`config.mk`:
```
export PLATFORM = sky130hd
export DESIGN_NAME = note_event_queue_flat
export DESIGN_NICKNAME = d
export VERILOG_FILES = /design/src/rtl/note_event_queue_pkg.sv /design/src/rtl/note_event_queue_if.sv /design/src/rtl/note_event_queue_fifo.sv /design/src/rtl/note_event_queue.sv /design/src/flat_wrapper.sv
export SDC_FILE = /design/constraint.sdc
export NUM_CORES = 1
export LEC_CHECK = 0
export BUFFER_PORTS_ARGS = -buffer_cell sky130_fd_sc_hd__buf_4
export CORE_ASPECT_RATIO = 0.6
export CORE_MARGIN = 3
export CORE_UTILIZATION = 51
export CTS_CLUSTER_SIZE = 30
export DETAILED_ROUTE_END_ITERATION = 16
export GPL_TIMING_DRIVEN = 0
export PLACE_DENSITY = 0.68
export SYNTH_ARGS = -nofsm -noshare
export SYNTH_HDL_FRONTEND = slang
export SYNTH_SLANG_ARGS = --single-unit
```
`constraint.sdc`:
```
create_clock -name clk_in -period 3.4 [get_ports clk_in]
set_input_delay 0.85 -clock clk_in [delete_from_list [all_inputs] [get_ports clk_in]]
set_output_delay 0.85 -clock clk_in [all_outputs]
set_load 0.02 [all_outputs]
```
`src/rtl/note_event_queue_pkg.sv`:
```
`default_nettype none
// ============================================================================
//  Module   : note_event_queue_pkg
//  Purpose  : Note event types shared by duration_detector, note_event_queue
//             and the score writer. Holds the duration code enum, the packed
//             event layout and the flag-to-code priority encoder.
//  Revision : 1.0  initial release
// ============================================================================
package note_event_queue_pkg;

    localparam int C_TONE_W = 6;

    typedef enum logic [1:0] {
        DUR_EIGHTH  = 2'd0,
        DUR_QUARTER = 2'd1,
        DUR_HALF    = 2'd2,
        DUR_WHOLE   = 2'd3
    } dur_e;

    typedef struct packed {
        logic                is_rest;
        dur_e                dur;
        logic [C_TONE_W-1:0] tone;
    } note_event_t;

    // Result of flag decoding; valid=0 means no flag was set.
    typedef struct packed {
        logic valid;
        logic is_rest;
        dur_e dur;
    } flag_code_t;

    // flags = {whole_note, half_note, quarter_note, eighth_note,
    //          whole_rest, half_rest, quarter_rest, eighth_rest}.
    // Notes outrank rests; longer durations outrank shorter ones.
    function automatic flag_code_t encode_flags(input logic [7:0] flags);
        flag_code_t c;
        c = '{valid: 1'b1, is_rest: 1'b0, dur: DUR_EIGHTH};
        if      (flags[7]) c.dur = DUR_WHOLE;
        else if (flags[6]) c.dur = DUR_HALF;
        else if (flags[5]) c.dur = DUR_QUARTER;
        else if (flags[4]) c.dur = DUR_EIGHTH;
        else if (flags[3]) c = '{valid: 1'b1, is_rest: 1'b1, dur: DUR_WHOLE};
        else if (flags[2]) c = '{valid: 1'b1, is_rest: 1'b1, dur: DUR_HALF};
        else if (flags[1]) c = '{valid: 1'b1, is_rest: 1'b1, dur: DUR_QUARTER};
        else if (flags[0]) c = '{valid: 1'b1, is_rest: 1'b1, dur: DUR_EIGHTH};
        else               c = '{valid: 1'b0, is_rest: 1'b0, dur: DUR_EIGHTH};
        return c;
    endfunction

endpackage
`default_nettype wire

```
`src/rtl/note_event_queue_if.sv`:
```
`default_nettype none
// ============================================================================
//  Module   : note_event_queue_if
//  Purpose  : Strobe/flag input bundle and event valid/ready stream of the
//             note event queue. master = detector + consumer side,
//             slave = the queue. NOTE_QUEUE_STATS_EN adds the stats outputs.
//  Revision : 1.0  initial release
// ============================================================================
interface note_event_queue_if
    import note_event_queue_pkg::*;
#(
    parameter int TONE_W = C_TONE_W,
    parameter int DEPTH  = 16
);
    logic                     new_note_ready;
    logic [TONE_W-1:0]        new_note_tone;
    logic                     eighth_note;
    logic                     quarter_note;
    logic                     half_note;
    logic                     whole_note;
    logic                     eighth_rest;
    logic                     quarter_rest;
    logic                     half_rest;
    logic                     whole_rest;
    logic                     event_valid;
    logic [TONE_W+2:0]        event_data;
    logic                     event_ready;
    logic [$clog2(DEPTH):0]   count;
    logic                     overflow_pulse;
    logic                     malformed_pulse;
`ifdef NOTE_QUEUE_STATS_EN
    logic [15:0]              drop_count;
    logic [$clog2(DEPTH):0]   high_water;
`endif

    modport master (
        output new_note_ready, new_note_tone,
        output eighth_note, quarter_note, half_note, whole_note,
        output eighth_rest, quarter_rest, half_rest, whole_rest,
        output event_ready,
        input  event_valid, event_data, count, overflow_pulse, malformed_pulse
`ifdef NOTE_QUEUE_STATS_EN
        , input drop_count, high_water
`endif
    );

    modport slave (
        input  new_note_ready, new_note_tone,
        input  eighth_note, quarter_note, half_note, whole_note,
        input  eighth_rest, quarter_rest, half_rest, whole_rest,
        input  event_ready,
        output event_valid, event_data, count, overflow_pulse, malformed_pulse
`ifdef NOTE_QUEUE_STATS_EN
        , output drop_count, high_water
`endif
    );
endinterface
`default_nettype wire

```
`src/rtl/note_event_queue_fifo.sv`:
```
`default_nettype none
// ============================================================================
//  Module   : note_fifo
//  Purpose  : Generic synchronous first-word-fall-through FIFO. o_rdata shows
//             the head whenever not empty and reads zero when empty.
//             Push on full is ignored unless a pop happens in the same cycle.
//  Revision : 1.0  initial release
// ============================================================================
module note_fifo #(
    parameter int WIDTH = 9,
    parameter int DEPTH = 16
) (
    input  wire logic                     clk,
    input  wire logic                     rst,
    input  wire logic                     i_push,
    input  wire logic                     i_pop,
    input  wire logic [WIDTH-1:0]         i_wdata,
    output logic      [WIDTH-1:0]         o_rdata,
    output logic                          o_full,
    output logic                          o_empty,
    output logic      [$clog2(DEPTH):0]   o_count
);
    localparam int C_AW = $clog2(DEPTH);
    localparam logic [C_AW:0] C_FULL = C_AW'(0) + (C_AW+1)'(DEPTH);

    logic [WIDTH-1:0] r_mem [DEPTH];
    logic [C_AW-1:0]  r_wr_ptr;
    logic [C_AW-1:0]  r_rd_ptr;
    logic [C_AW:0]    r_count;
    logic             w_do_push;
    logic             w_do_pop;

    assign o_empty   = (r_count == '0);
    assign o_full    = (r_count == C_FULL);
    assign o_count   = r_count;
    assign o_rdata   = o_empty ? '0 : r_mem[r_rd_ptr];
    assign w_do_pop  = i_pop && !o_empty;
    assign w_do_push = i_push && (!o_full || w_do_pop);

    // Storage write; contents need no reset since o_rdata is masked when empty.
    always_ff @(posedge clk) begin
        if (w_do_push && !rst) begin
            r_mem[r_wr_ptr] <= i_wdata;
        end
    end

    // Pointers wrap naturally modulo DEPTH; count moves by +1/-1/0.
    always_ff @(posedge clk) begin
        if (rst) begin
            r_wr_ptr <= '0;
            r_rd_ptr <= '0;
            r_count  <= '0;
        end else begin
            if (w_do_push) r_wr_ptr <= r_wr_ptr + 1'b1;
            if (w_do_pop)  r_rd_ptr <= r_rd_ptr + 1'b1;
            case ({w_do_push, w_do_pop})
                2'b10:   r_count <= r_count + 1'b1;
                2'b01:   r_count <= r_count - 1'b1;
                default: r_count <= r_count;
            endcase
        end
    end
endmodule
`default_nettype wire

```
`src/rtl/note_event_queue.sv`:
```
`default_nettype none
// ============================================================================
//  Module   : note_event_queue
//  Purpose  : Encodes each new_note_ready strobe into a {is_rest, dur, tone}
//             event and queues it for a slower valid/ready consumer. Drops
//             are flagged by overflow_pulse (full) and malformed_pulse
//             (no duration flag). Optional macro NOTE_QUEUE_STATS_EN adds
//             drop_count and high_water.
//  Revision : 1.0  initial release
// ============================================================================
module note_event_queue
    import note_event_queue_pkg::*;
#(
    parameter int DEPTH  = 16,
    parameter int TONE_W = C_TONE_W
) (
    input  wire logic          clk_in,
    input  wire logic          rst_in,
    note_event_queue_if.slave  bus
);
    localparam int C_CW = $clog2(DEPTH) + 1;

    flag_code_t          w_code;
    logic [TONE_W+2:0]   w_event;
    logic                w_push_req;
    logic                w_push;
    logic                w_pop;
    logic                w_full;
    logic                w_empty;
    logic [C_CW-1:0]     w_count;
    logic                r_overflow_pulse;
    logic                r_malformed_pulse;

    // Flag decode and event packing; rests carry a zero tone.
    always_comb begin
        w_code  = encode_flags({bus.whole_note, bus.half_note, bus.quarter_note,
                                bus.eighth_note, bus.whole_rest, bus.half_rest,
                                bus.quarter_rest, bus.eighth_rest});
        w_event = {w_code.is_rest, w_code.dur,
                   w_code.is_rest ? {TONE_W{1'b0}} : bus.new_note_tone};
    end

    // A pop only exists when the head is valid, so empty+push+ready is push-only.
    assign w_push_req = bus.new_note_ready && w_code.valid;
    assign w_pop      = !w_empty && bus.event_ready;
    assign w_push     = w_push_req && (!w_full || w_pop);

    note_fifo #(
        .WIDTH (TONE_W + 3),
        .DEPTH (DEPTH)
    ) u_fifo (
        .clk     (clk_in),
        .rst     (rst_in),
        .i_push  (w_push),
        .i_pop   (w_pop),
        .i_wdata (w_event),
        .o_rdata (bus.event_data),
        .o_full  (w_full),
        .o_empty (w_empty),
        .o_count (w_count)
    );

    assign bus.event_valid     = !w_empty;
    assign bus.count           = w_count;
    assign bus.overflow_pulse  = r_overflow_pulse;
    assign bus.malformed_pulse = r_malformed_pulse;

    // Drop indications, one cycle after the offending strobe.
    always_ff @(posedge clk_in) begin
        if (rst_in) begin
            r_overflow_pulse  <= 1'b0;
            r_malformed_pulse <= 1'b0;
        end else begin
            r_overflow_pulse  <= w_push_req && w_full && !w_pop;
            r_malformed_pulse <= bus.new_note_ready && !w_code.valid;
        end
    end

`ifdef NOTE_QUEUE_STATS_EN
    logic [15:0]     r_drop_count;
    logic [C_CW-1:0] r_high_water;
    logic            w_drop;

    assign w_drop         = (w_push_req && w_full && !w_pop)
                          || (bus.new_note_ready && !w_code.valid);
    assign bus.drop_count = r_drop_count;
    assign bus.high_water = r_high_water;

    // Saturating drop counter and peak occupancy tracker.
    always_ff @(posedge clk_in) begin
        if (rst_in) begin
            r_drop_count <= '0;
            r_high_water <= '0;
        end else begin
            if (w_drop && (r_drop_count != 16'hFFFF)) r_drop_count <= r_drop_count + 1'b1;
            if (w_count > r_high_water)               r_high_water <= w_count;
        end
    end
`endif
endmodule
`default_nettype wire

```
`src/flat_wrapper.sv`:
```
// flat-port wrapper written by rule: the top's interface ports become plain ports
module note_event_queue_flat import note_event_queue_pkg::*;
#(
    parameter int DEPTH  = 16,
    parameter int TONE_W = C_TONE_W
)
  (clk_in, rst_in, bus_new_note_ready, bus_new_note_tone, bus_eighth_note, bus_quarter_note, bus_half_note, bus_whole_note, bus_eighth_rest, bus_quarter_rest, bus_half_rest, bus_whole_rest, bus_event_ready, bus_event_valid, bus_event_data, bus_count, bus_overflow_pulse, bus_malformed_pulse);
  note_event_queue_if #(.TONE_W(TONE_W), .DEPTH(DEPTH)) bus_i ();
  input  wire logic clk_in;
  input  wire logic rst_in;
  input wire logic [$bits(bus_i.new_note_ready)-1:0] bus_new_note_ready;
  input wire logic [$bits(bus_i.new_note_tone)-1:0] bus_new_note_tone;
  input wire logic [$bits(bus_i.eighth_note)-1:0] bus_eighth_note;
  input wire logic [$bits(bus_i.quarter_note)-1:0] bus_quarter_note;
  input wire logic [$bits(bus_i.half_note)-1:0] bus_half_note;
  input wire logic [$bits(bus_i.whole_note)-1:0] bus_whole_note;
  input wire logic [$bits(bus_i.eighth_rest)-1:0] bus_eighth_rest;
  input wire logic [$bits(bus_i.quarter_rest)-1:0] bus_quarter_rest;
  input wire logic [$bits(bus_i.half_rest)-1:0] bus_half_rest;
  input wire logic [$bits(bus_i.whole_rest)-1:0] bus_whole_rest;
  input wire logic [$bits(bus_i.event_ready)-1:0] bus_event_ready;
  output wire logic [$bits(bus_i.event_valid)-1:0] bus_event_valid;
  output wire logic [$bits(bus_i.event_data)-1:0] bus_event_data;
  output wire logic [$bits(bus_i.count)-1:0] bus_count;
  output wire logic [$bits(bus_i.overflow_pulse)-1:0] bus_overflow_pulse;
  output wire logic [$bits(bus_i.malformed_pulse)-1:0] bus_malformed_pulse;
  assign bus_i.new_note_ready = bus_new_note_ready;
  assign bus_i.new_note_tone = bus_new_note_tone;
  assign bus_i.eighth_note = bus_eighth_note;
  assign bus_i.quarter_note = bus_quarter_note;
  assign bus_i.half_note = bus_half_note;
  assign bus_i.whole_note = bus_whole_note;
  assign bus_i.eighth_rest = bus_eighth_rest;
  assign bus_i.quarter_rest = bus_quarter_rest;
  assign bus_i.half_rest = bus_half_rest;
  assign bus_i.whole_rest = bus_whole_rest;
  assign bus_i.event_ready = bus_event_ready;
  assign bus_event_valid = bus_i.event_valid;
  assign bus_event_data = bus_i.event_data;
  assign bus_count = bus_i.count;
  assign bus_overflow_pulse = bus_i.overflow_pulse;
  assign bus_malformed_pulse = bus_i.malformed_pulse;
  note_event_queue #(.DEPTH(DEPTH), .TONE_W(TONE_W)) u_core (.clk_in(clk_in), .rst_in(rst_in), .bus(bus_i));
endmodule
```
==> flow_summary.toml <==
[die]
start_util_pct = 53.5
rows = 31
die_y_um = 94.2
core_um2 = 12400
die_w_um = 153
ioPinCount = 35
dieArea_um2 = 14400

[critical_path]
crit_type = "flip-flop to primary output"
worst-endpoint-arrival_ns = 2.42
worstSetupPathDepth = 7
cp.required_ns = 2.55
critPathMaxStageDelay_ns = 0.50
path_delay_family = "buffers and inverters"
reg2regPathDepth = 12
end_kind = "primary output"
crit_fanout = 10
worstPathCellList = "buf_4 > buf_8 > mux4_2 > nor2b_1 > a211oi_1 > a211oi_1 > buf_4"
worst_setup_path_start_kind = "flip-flop"
cp_slowest_cell = "mux4_2"
cp_num_buf_inv = 3

[power]
switchingPower_mw = 1.52
ir_worst_vdd_mv = 0.418
seqPwrFrac_pct = 42.5
p_clk_share_pct = 35.8
p_per_area_nw_per_um2 = 691
p_int_mw = 3.82
p_leak_nw = 2.54
combinationalPowerShare_pct = 21.6
swShare_pct = 28.5

[finish]
final_core_util_pct = 62.5
nets = 455
nFillCells = 903
diodes = 0
layout-drive-gt1-share_pct = 28.2
seqCellArea_um2 = 4710
areaGrowthSynthToFinish_pct = 16.9
fin_cells = 605
multi_input_area_um2 = 1820

[worst_hold_path]
min_path_cells = 2
hold_path_class = "flip-flop to flip-flop"

[cts]
clk_pin_slew_ns = 0.06
cts_tree = "done"
postCtsSetupRepairBufs = 0
htreeDepth = 4
cts.sinks = 163
cts_buffers = 17
clockBufferDepth = 2
clk_latency_ns = 0.42
cts.root.buffer_cell = "clkbuf_16"

[timing]
min_period_ns = 3.27
holdWs_ns = 0.536
slew_headroom_pct = 11.7
fmax_mhz = 306
tightest_slew_ns = 1.32
setup_viol = 0
hold_viol_final = 0
rsz0062_at_grt = "yes"
fin_skew_ns = 0.00760
post-route-period-util_pct = 96.1
final-max-slew-violation-count = 0

[synth]
synthTopCellsByCount = "edfxtp_1 (144), mux4_2 (36), nor2_1 (29)"
synth_ff_type = "edfxtp_1"
synthArstFlopShare_pct = 0
yosysTopAreaCell = "edfxtp_1"
synth.most_common_cell = "edfxtp_1"
synth_edf_count = 144
synth_seq_area_share_pct = 71.1
synth.top_cell.area_share_pct = 65.4
synth_cell_types = 35
ys_top_cells_by_area = "edfxtp_1 (65%), mux4_2 (12%), dfxtp_1 (5.7%)"
avgSynthCellArea_um2 = 17.7
netlist_instances = 373
synth-seq-cells = 163
synthesis.nets = 401
syn_area_um2 = 6620
ys_warn_count = 0

[global_route]
grt_max_degree = 17
grt_pass1_wl_mm = 20.7
grt_antenna_before_repair = 0
track_usage_pct = 19.9
first_global_vias = 3633
grt_overflow_total = 0

[routing]
drc_errors = 0
viasPerCell = 5.82
routed_wl_mm = 13.4
routedWlPerCell_um = 22.1
vias = 3524
drt_iter0_markers = 253
drt.antenna.violating_nets = 0
firstDrtPassIters = 5

[job]
drv_cap = 0

[place]
dp.cells = 574
gp_congestion = 0.747
portBuffers = 33
dp_hpwl_mm = 8.95

[run_status]
status = "complete, no violations"
-- final timing paths --
| path | slack (ns) | end | from |
|---|---|---|---|
| setup / recovery | 0.13 | bus_event_data[6] | flip-flop |
| hold / removal | 0.54 | u_core.u_fifo.o_count[3] | u_core.u_fifo.o_count[3] |
| setup reg to reg | 0.18 | u_core.u_fifo.o_count[4] | u_core.u_fifo.o_count[1] |
| hold reg to reg | 0.54 | u_core.u_fifo.o_count[3] | u_core.u_fifo.o_count[3] |
-- sequential cells by signal, indices dropped and copies added (netlist names), named ones only --
name and count:
u_core.u_fifo.r_mem 144, u_core.u_fifo.o_count 5, u_core.u_fifo.r_rd_ptr 4, u_core.u_fifo.r_wr_ptr 4
u_core.bus.malformed_pulse 1, u_core.bus.overflow_pulse 1
-- worst register-to-register path, stage by stage, from the launching register on --
cell	delay, ns
dfxtp_1	0.37
or4_1	0.52
clkbuf_2	0.16
or3b_1	0.34
buf_2	0.17
and3_4	0.19
inv_1	0.08
ha_4	0.17
ha_1	0.27
a21oi_2	0.17
a21oi_1	0.09
or4_1	0.47
a21oi_1	0.15
-- logic make-up after synthesis --
group / share of synthesized area (%)
mux: 14.1
fa+ha+maj: 2.00
simple gates: 6.34
compound gates: 3.93
buf+inv: 1.80
xor+xnor: 0.662
flops: 71.1
-- layout make-up --
cell class              count  area share, %
well taps                 165           2.67
clock inverters            15           2.20
plain buffers              20           1.39
multi-input cells         181           23.5
inverters                   8          0.388
repair buffers             36           3.46
flip-flops and latches    163           60.9
clock buffers              17           5.50
-- placed cells by master (no fill, tap or decap), drive strengths merged --
cell type  synthesis  layout
a211oi            18      18
a21o               1       1
a21oi              9       9
and2               7       7
and3               3       3
buf                8      43
bufinv             0       2
clkbuf            13      30
clkinv             0       4
clkinvlp           0       3
dfxtp             19      19
edfxtp           144     144
fa                 1       1
ha                 9       9
inv                8      14
mux2               1       1
mux2i             11      11
mux4              36      36
nand2              4       4
nand2b             5       5
nand3              6       6
nand4              2       2
nor2              29      29
nor2b             10      10
nor3               5       5
nor3b              1       1
nor4               2       2
o211ai             3       3
o21ai              1       1
o21bai             1       1
o31ai              5       5
or3b               1       1
or4                5       5
xnor2              1       1
xor2               4       4
-- through the flow --
stage | worst slack [ns] | total power [mW] | cell area, um2 | setup TNS [ns]
global placement | -0.0655 | 3.43 | 7070 | -0.0655
CTS | 0.0160 | 5.36 | 7710 | 0
global route | -0.00830 | 5.55 | 7730 | -0.00905
finish | 0.134 | 5.35 | 7730 | 0
floorplan | 0.217 | 3.05 | 6620 | 0
detailed placement | -0.138 | 3.45 | 7100 | -0.175
-- power by group through the flow --
stage	Sequential, mW	Combinational, mW	Clock (mW)
after global routing	2.28	1.25	2.02
after CTS	2.27	1.15	1.93
after floorplan	2.33	0.714	0
final	2.28	1.16	1.92
after global placement	2.31	1.11	0
after detailed placement	2.32	1.13	0
-- layer usage --
metal	part of all wire, %	GRT usage (%)	vias to the layer above
li1	-	-	1603
met1	48	29.8	1795
met2	44	29.0	116
met3	7.4	5.15	10
met4	0.87	5.71	0
met5	0	0	-
-- timing repair --
action	4_1_cts	5_1_grt
hold buffers	0	0
resized for setup	10	6
endpoints found under the setup margin	10	10
Note: power is estimated with default switching activity, not from simulation.
